[config.mk]
export PLATFORM = sky130hd
export DESIGN_NAME = multdiv_seq
export DESIGN_NICKNAME = d
export VERILOG_FILES = /design/src/rtl/multdiv_seq.sv
export SDC_FILE = /design/constraint.sdc
export NUM_CORES = 1
export LEC_CHECK = 0
export ABC_CLOCK_PERIOD_IN_PS = 4350
export CORE_MARGIN = 10
export CORE_UTILIZATION = 55
export DETAILED_ROUTE_END_ITERATION = 10
export HOLD_SLACK_MARGIN = 0.03
export PLACE_DENSITY = 0.79
export RECOVER_POWER = 25
export SYNTH_ARGS = -nofsm -noshare
export SYNTH_HDL_FRONTEND = slang
export SYNTH_SLANG_ARGS = --single-unit
export TNS_END_PERCENT = 30
[constraint.sdc]
create_clock -name clock -period 4.35 [get_ports clock]
set_input_delay 0.87 -clock clock [delete_from_list [all_inputs] [get_ports clock]]
set_output_delay 0.87 -clock clock [all_outputs]
set_load 0.05 [all_outputs]
[src/rtl/multdiv_seq.sv]
// multdiv_seq: iterative signed multiply/divide unit.
// Multiply is shift-add on magnitudes with a sign fix-up at the end.
// Divide is restoring division on magnitudes, one quotient bit per edge.
// Optional build macro MULTDIV_BOOTH4_EN: the multiply uses radix-4 modified
// Booth recoding on the signed operands instead (WIDTH/2 iterations).
// Results and exceptions are the same in both builds.
module multdiv_seq #(
  parameter int WIDTH = 32,
  parameter int CNT_W = 6
) (
  input  logic             clock,
  input  logic             reset,
  input  logic [WIDTH-1:0] data_operandA,
  input  logic [WIDTH-1:0] data_operandB,
  input  logic             ctrl_MULT,
  input  logic             ctrl_DIV,
  output logic [WIDTH-1:0] data_result,
  output logic             data_exception,
  output logic             data_resultRDY,
  output logic             busy
);

`ifdef MULTDIV_BOOTH4_EN
  // Booth partial products reach +/-2M, so the upper half needs two guard bits.
  localparam int MUL_ITERS = WIDTH / 2;
  localparam int HW        = WIDTH + 2;
`else
  // The shift-add carry out of the upper half needs one guard bit.
  localparam int MUL_ITERS = WIDTH;
  localparam int HW        = WIDTH + 1;
`endif

  localparam logic [CNT_W-1:0] MUL_LAST = CNT_W'(MUL_ITERS - 1);
  localparam logic [CNT_W-1:0] DIV_LAST = CNT_W'(WIDTH - 1);

  typedef enum logic [1:0] {
    IDLE = 2'd0,
    MUL  = 2'd1,
    DIV  = 2'd2,
    DONE = 2'd3
  } state_t;

  state_t           state;
  state_t           state_nx;
  logic [CNT_W-1:0] count;

  // hi/lo together form the double-width accumulator: {P, multiplier} when
  // multiplying, {remainder, dividend/quotient} when dividing.
  logic [HW-1:0]      hi;
  logic [WIDTH-1:0]   lo;
  logic [WIDTH-1:0]   mcand;
  logic               neg;
  logic               is_div;

  logic [HW-1:0]      mul_hi_nx;
  logic [WIDTH-1:0]   mul_lo_nx;
  logic [HW-1:0]      div_hi_nx;
  logic [WIDTH-1:0]   div_lo_nx;
  logic [WIDTH:0]     rem_shift;
  logic [WIDTH+1:0]   rem_diff;
  logic [2*WIDTH-1:0] prod;
  logic [WIDTH:0]     prod_top;
  logic [WIDTH-1:0]   fin_result;
  logic               fin_exc;

`ifdef MULTDIV_BOOTH4_EN
  logic          qm1;
  logic          qm1_nx;
  logic [HW-1:0] m_ext;
  logic [HW-1:0] addend;
  logic [HW-1:0] booth_sum;
`else
  logic [WIDTH:0] add_sum;
`endif

  function automatic logic [WIDTH-1:0] magnitude(input logic [WIDTH-1:0] v);
    return v[WIDTH-1] ? -v : v;
  endfunction

  // State register; an async reset drops any operation in flight.
  always_ff @(posedge clock or posedge reset) begin
    if (reset) state <= IDLE;
    else       state <= state_nx;
  end

  // Next state: a start pulse always wins and restarts, MULT over DIV.
  always_comb begin
    state_nx = state;
    case (state)
      IDLE:    state_nx = IDLE;
      MUL:     if (count == MUL_LAST) state_nx = DONE;
      DIV:     if (count == DIV_LAST) state_nx = DONE;
      DONE:    state_nx = IDLE;
      default: state_nx = IDLE;
    endcase
    if (ctrl_MULT)     state_nx = MUL;
    else if (ctrl_DIV) state_nx = DIV;
  end

  // One multiply step, one restoring-divide step, and the final fix-up.
  always_comb begin
`ifdef MULTDIV_BOOTH4_EN
    m_ext = {{2{mcand[WIDTH-1]}}, mcand};
    case ({lo[1:0], qm1})
      3'b001, 3'b010: addend = m_ext;
      3'b011:         addend = m_ext << 1;
      3'b100:         addend = -(m_ext << 1);
      3'b101, 3'b110: addend = -m_ext;
      default:        addend = '0;
    endcase
    booth_sum = hi + addend;
    mul_hi_nx = {{2{booth_sum[HW-1]}}, booth_sum[HW-1:2]};
    mul_lo_nx = {booth_sum[1:0], lo[WIDTH-1:2]};
    qm1_nx    = lo[1];
    prod      = {hi[WIDTH-1:0], lo};
`else
    add_sum   = hi + (lo[0] ? {1'b0, mcand} : '0);
    mul_hi_nx = {1'b0, add_sum[WIDTH:1]};
    mul_lo_nx = {add_sum[0], lo[WIDTH-1:1]};
    prod      = neg ? -{hi[WIDTH-1:0], lo} : {hi[WIDTH-1:0], lo};
`endif

    rem_shift = {hi[WIDTH-1:0], lo[WIDTH-1]};
    rem_diff  = {1'b0, rem_shift} - {2'b00, mcand};
    if (rem_diff[WIDTH+1]) div_hi_nx = HW'(rem_shift);
    else                   div_hi_nx = HW'(rem_diff[WIDTH:0]);
    div_lo_nx = {lo[WIDTH-2:0], ~rem_diff[WIDTH+1]};

    // Product overflows when the top WIDTH+1 bits are not a pure sign extension.
    prod_top = prod[2*WIDTH-1:WIDTH-1];
    if (is_div) begin
      if (mcand == '0) begin
        fin_result = '0;
        fin_exc    = 1'b1;
      end else begin
        // A positive quotient of magnitude 2^(WIDTH-1) only comes from MIN / -1.
        fin_result = neg ? -lo : lo;
        fin_exc    = ~neg & lo[WIDTH-1];
      end
    end else begin
      fin_result = prod[WIDTH-1:0];
      fin_exc    = (prod_top != '0) && (prod_top != '1);
    end
  end

  // Operand latch on start, then one iteration per edge while busy.
  always_ff @(posedge clock or posedge reset) begin
    if (reset) begin
      count  <= '0;
      hi     <= '0;
      lo     <= '0;
      mcand  <= '0;
      neg    <= 1'b0;
      is_div <= 1'b0;
`ifdef MULTDIV_BOOTH4_EN
      qm1    <= 1'b0;
`endif
    end else if (ctrl_MULT) begin
      count  <= '0;
      hi     <= '0;
      is_div <= 1'b0;
`ifdef MULTDIV_BOOTH4_EN
      lo     <= data_operandB;
      mcand  <= data_operandA;
      neg    <= 1'b0;
      qm1    <= 1'b0;
`else
      lo     <= magnitude(data_operandB);
      mcand  <= magnitude(data_operandA);
      neg    <= data_operandA[WIDTH-1] ^ data_operandB[WIDTH-1];
`endif
    end else if (ctrl_DIV) begin
      count  <= '0;
      hi     <= '0;
      is_div <= 1'b1;
      lo     <= magnitude(data_operandA);
      mcand  <= magnitude(data_operandB);
      neg    <= data_operandA[WIDTH-1] ^ data_operandB[WIDTH-1];
    end else if (state == MUL) begin
      count  <= count + CNT_W'(1);
      hi     <= mul_hi_nx;
      lo     <= mul_lo_nx;
`ifdef MULTDIV_BOOTH4_EN
      qm1    <= qm1_nx;
`endif
    end else if (state == DIV) begin
      count  <= count + CNT_W'(1);
      hi     <= div_hi_nx;
      lo     <= div_lo_nx;
    end
  end

  // Publish the result with a one-cycle ready pulse unless a restart arrives.
  always_ff @(posedge clock or posedge reset) begin
    if (reset) begin
      data_result    <= '0;
      data_exception <= 1'b0;
      data_resultRDY <= 1'b0;
    end else begin
      data_resultRDY <= 1'b0;
      if (state == DONE && !ctrl_MULT && !ctrl_DIV) begin
        data_result    <= fin_result;
        data_exception <= fin_exc;
        data_resultRDY <= 1'b1;
      end
    end
  end

  assign busy = (state != IDLE);

endmodule

==> run summary <==
chip height - 177 µm
Multi-input gate area - 9310 µm²
RSZ-0062 raised after global routing - false
sequential fraction of the synthesis area - 26.1%
Area Overhead vs Synth - 15.9%
Synth Area in Compound Gates - 26.1%
Critical Path Start Type - register
Synth Area in Adders - 6.87%
Peak supply drop - 0.337 mV
CTS Buf Count - 17
Yosys top cell by area - dfrtp_1
CP Max Fanout - 11
Syn Nets - 1899
boundary pin count - 103
largest family of logic cells by synthesized area - compound AO/OA/AOI/OAI gates
Max H-tree Level - 4
vias - 14300
Tot GR Track Use - 29.2%
Routability Congestion - 1.07
Final min period - 4.04 ns
Worst EP required - 4.66 ns
CP endpoint kind - register
Post-DP Area - 15100 µm²
crit-path leading delay family - simple AND/OR/NAND/NOR gates
crit path kind - reg2reg
initial core utilization - 55.7%
vias per cell - 6.53
Comb pwr share - 42.3%
Die ar. - 31200 µm²
Global Route met2 Usage - 43.4%
most frequent cells in the layout - 200 x nand2_1, 166 x o21ai_0, 163 x nor2_1
TritonCTS clock tree - yes
min-delay src - data_result[13]
CTS Root Cell - clkbuf_16
reg-to-reg critical path startpoint - lo[26]
P_leak - 6.89 nW
crit-path most repeated cell - or4_4
area of the core - 24200 µm²
fraction of layout cells with a size suffix above 1 - 7.84%
clock skew - 0.0128 ns
CP cell instances - or4_1 -> or4_4 -> or4_4 -> nor4b_4 -> a21oi_1 -> o32a_1 -> nor4_1 -> a41oi_1 -> a311oi_1 -> nor3_1
number of global-route vias before repair - 13300
clock share of power - 26.7%
global route overflow - 0
Synth area leaders - dfrtp_1 26%, ha_1 6.6%, o21ai_0 6.2%, xor2_1 5.6%, nand2_1 5.6%
Final Max Slew Viols - 257
top-area cell type share of the netlist area - 26.1%
Synth async-reset ratio - 100%
Layout Nets - 1990
post-synth cell types - 75
synthesized flop and latch total - 141
storage element area - 3530 µm²
Worst Path Arrival - 4.35 ns
Critical Path Max Stage Delay - 0.70 ns
Longest Clk Path Bufs - 2
Cell Rows - 57
commonest non-fill, non-tap cell in the layout - nand2_1
Die W - 177 µm
Worst-Skew Late Latency - 0.43 ns
drt pass-1 iters - 6
Iter 0 DRT Violations - 1886
post-synthesis cell count - 1758
Detail Route Antenna Nets - 0
residual DRC count - 0
Post-synth EDFFs - 0
slowest stage cell, crit path - or4_1
Tot Pwr - 5.58 mW
Syn. warnings - 0
Antenna diodes - 0
Final Cycle Share - 92.8%
Mapped Area - 13500 µm²
syn avg cell area - 7.69 µm²
failing checks - max-capacitance violations, max-slew violations
Psw - 2.39 mW
DP HPWL - 35500 µm
R2R cell count - 10
Port Buffers - 102
GRT busiest layer - met2
simple-gate share of the synthesized area - 21.1%
first-pass GRT wire length - 73300 µm
initial antenna violation count - 1
max cap viols - 2
run status - finished with violations
flop-to-flop setup slack - 0.31 ns
portion of total power attributed to sequential cells - 30.9%
Post CTS Setup Buffer Count - 0
Max Clock Freq - 0.248 GHz
Internal - 3.19 mW
Synth Flop Type - dfrtp_1
final setup fails - 0
WL final - 46800 µm
Final Hold Vio Count - 0
Sw Share - 42.8%
M1 GR Usage - 39.0%
# clock sinks - 141
met3 GRT Util - 7.25%
Hold Path Cell Cnt - 2
power density over the cells - 356 nW/µm²
Slew HR - -36.2%
Min-Delay Endpoint - data_result[13]
RR Endpoint - data_exception
Crit path buffers/inverters - 0
Worst Hold Class - reg2reg
pin count of the biggest net entering global routing - 142
Tightest Pin Transition - 2.04 ns
Finished Cell Area - 15700 µm²
Post-Synth XOR/XNOR Area - 10.6%
post-synthesis mux area share - 4.06%
layout filler cell count - 2111
wire per inst - 21.4 µm
setup TNS - 0 ns
Clock transition at path regs - 0.07 ns
==> cell usage after synthesis (5+ instances only) <==
cell type	n
nand2_1	200
o21ai_0	167
nor2_1	163
dfrtp_1	141
a21oi_1	129
xor2_1	86
xnor2_1	78
clkbuf_1	75
ha_1	71
inv_1	67
mux2i_1	47
o31ai_1	41
a211oi_1	37
nand3_1	37
a21o_1	35
nor3_1	31
o211ai_1	26
nand2b_1	25
buf_1	24
nor4_1	21
or3_1	20
nand4_1	18
o41ai_1	18
or4_1	16
o21a_1	15
a31oi_1	13
o21bai_1	11
or2_2	11
and3_1	8
nor2b_1	8
mux2_2	7
or4_4	7
a22o_1	5
a22oi_1	5
a2bb2oi_1	5
and2_1	5
and4_1	5
o22ai_1	5
==> flip-flops by register name, summed over array words and instances (netlist names) <==
signal	cells
mcand	32
is_div	1
hi	33
neg	1
data_exception	1
data_resultRDY	1
lo	32
state	2
count	6
data_result	32
==> how the worst max path moves through the flow <==
stage                startpoint             end  depth (start not counted)
2_1_floorplan             lo[0]  data_exception                         13
3_3_place_gp   data_operandA[8]          lo[31]                         11
3_5_place_dp   data_operandA[8]          lo[31]                         11
4_1_cts                  lo[17]  data_exception                         11
5_1_grt                  lo[17]  data_exception                         11
6_report                 lo[26]  data_exception                         10
==> power groups by stage <==
stage,clock [mW],sequential [mW],combinational (mW)
after floorplan,0,2.04,1.21
after global placement,0,1.73,2.27
after detailed placement,0,1.74,2.31
after CTS,1.49,1.72,2.33
after global routing,1.54,1.74,2.55
final,1.49,1.73,2.36
==> cells by family after synthesis <==
kind of cell	Yosys count
adder cells (fa/ha/maj)	73
AO/OA/AOI/OAI	559
XOR/XNOR	164
multiplexers	54
flip-flops	141
buffers and inverters	174
AND/OR/NAND/NOR	593
==> per-stage QoR <==
step	setup slack, ns	instances	hold WS, ns	util (%)
3_5_place_dp	0.0199	2154	0.470	62.3
3_3_place_gp	0.0353	2154	0.462	62.3
2_1_floorplan	0.434	1758	0.469	-
4_1_cts	0.221	2186	0.486	64.7
5_1_grt	0.0848	2186	0.517	64.6
6_report	0.312	2186	0.476	64.6
==> tightest hold or removal path, stage by stage, from the launching register on <==
cell     delay (ns)
dfrtp_1        0.34
nand2_1        0.05
o21ai_0        0.06
==> routing by layer <==
layer / vias to the layer above / share of wire [%]
li1: 6563 / -
met5: - / 0.017
met1: 6665 / 40
met4: 2 / 4.4
met2: 902 / 44
met3: 144 / 12
==> what timing repair did <==
action,4_1_cts,5_1_grt
setup endpoints to repair,0,1
hold buffers,0,0
resized for setup,0,1
==> cell type report <==
type / instances / area share [%]
sequential: 141 / 22.5
clock inverter: 14 / 0.942
multi-input combinational: 1443 / 59.5
timing repair buffer: 177 / 10.0
tap: 324 / 2.59
clock buffer: 18 / 2.80
inverter: 69 / 1.68
Note: power is estimated with default switching activity, not from simulation.
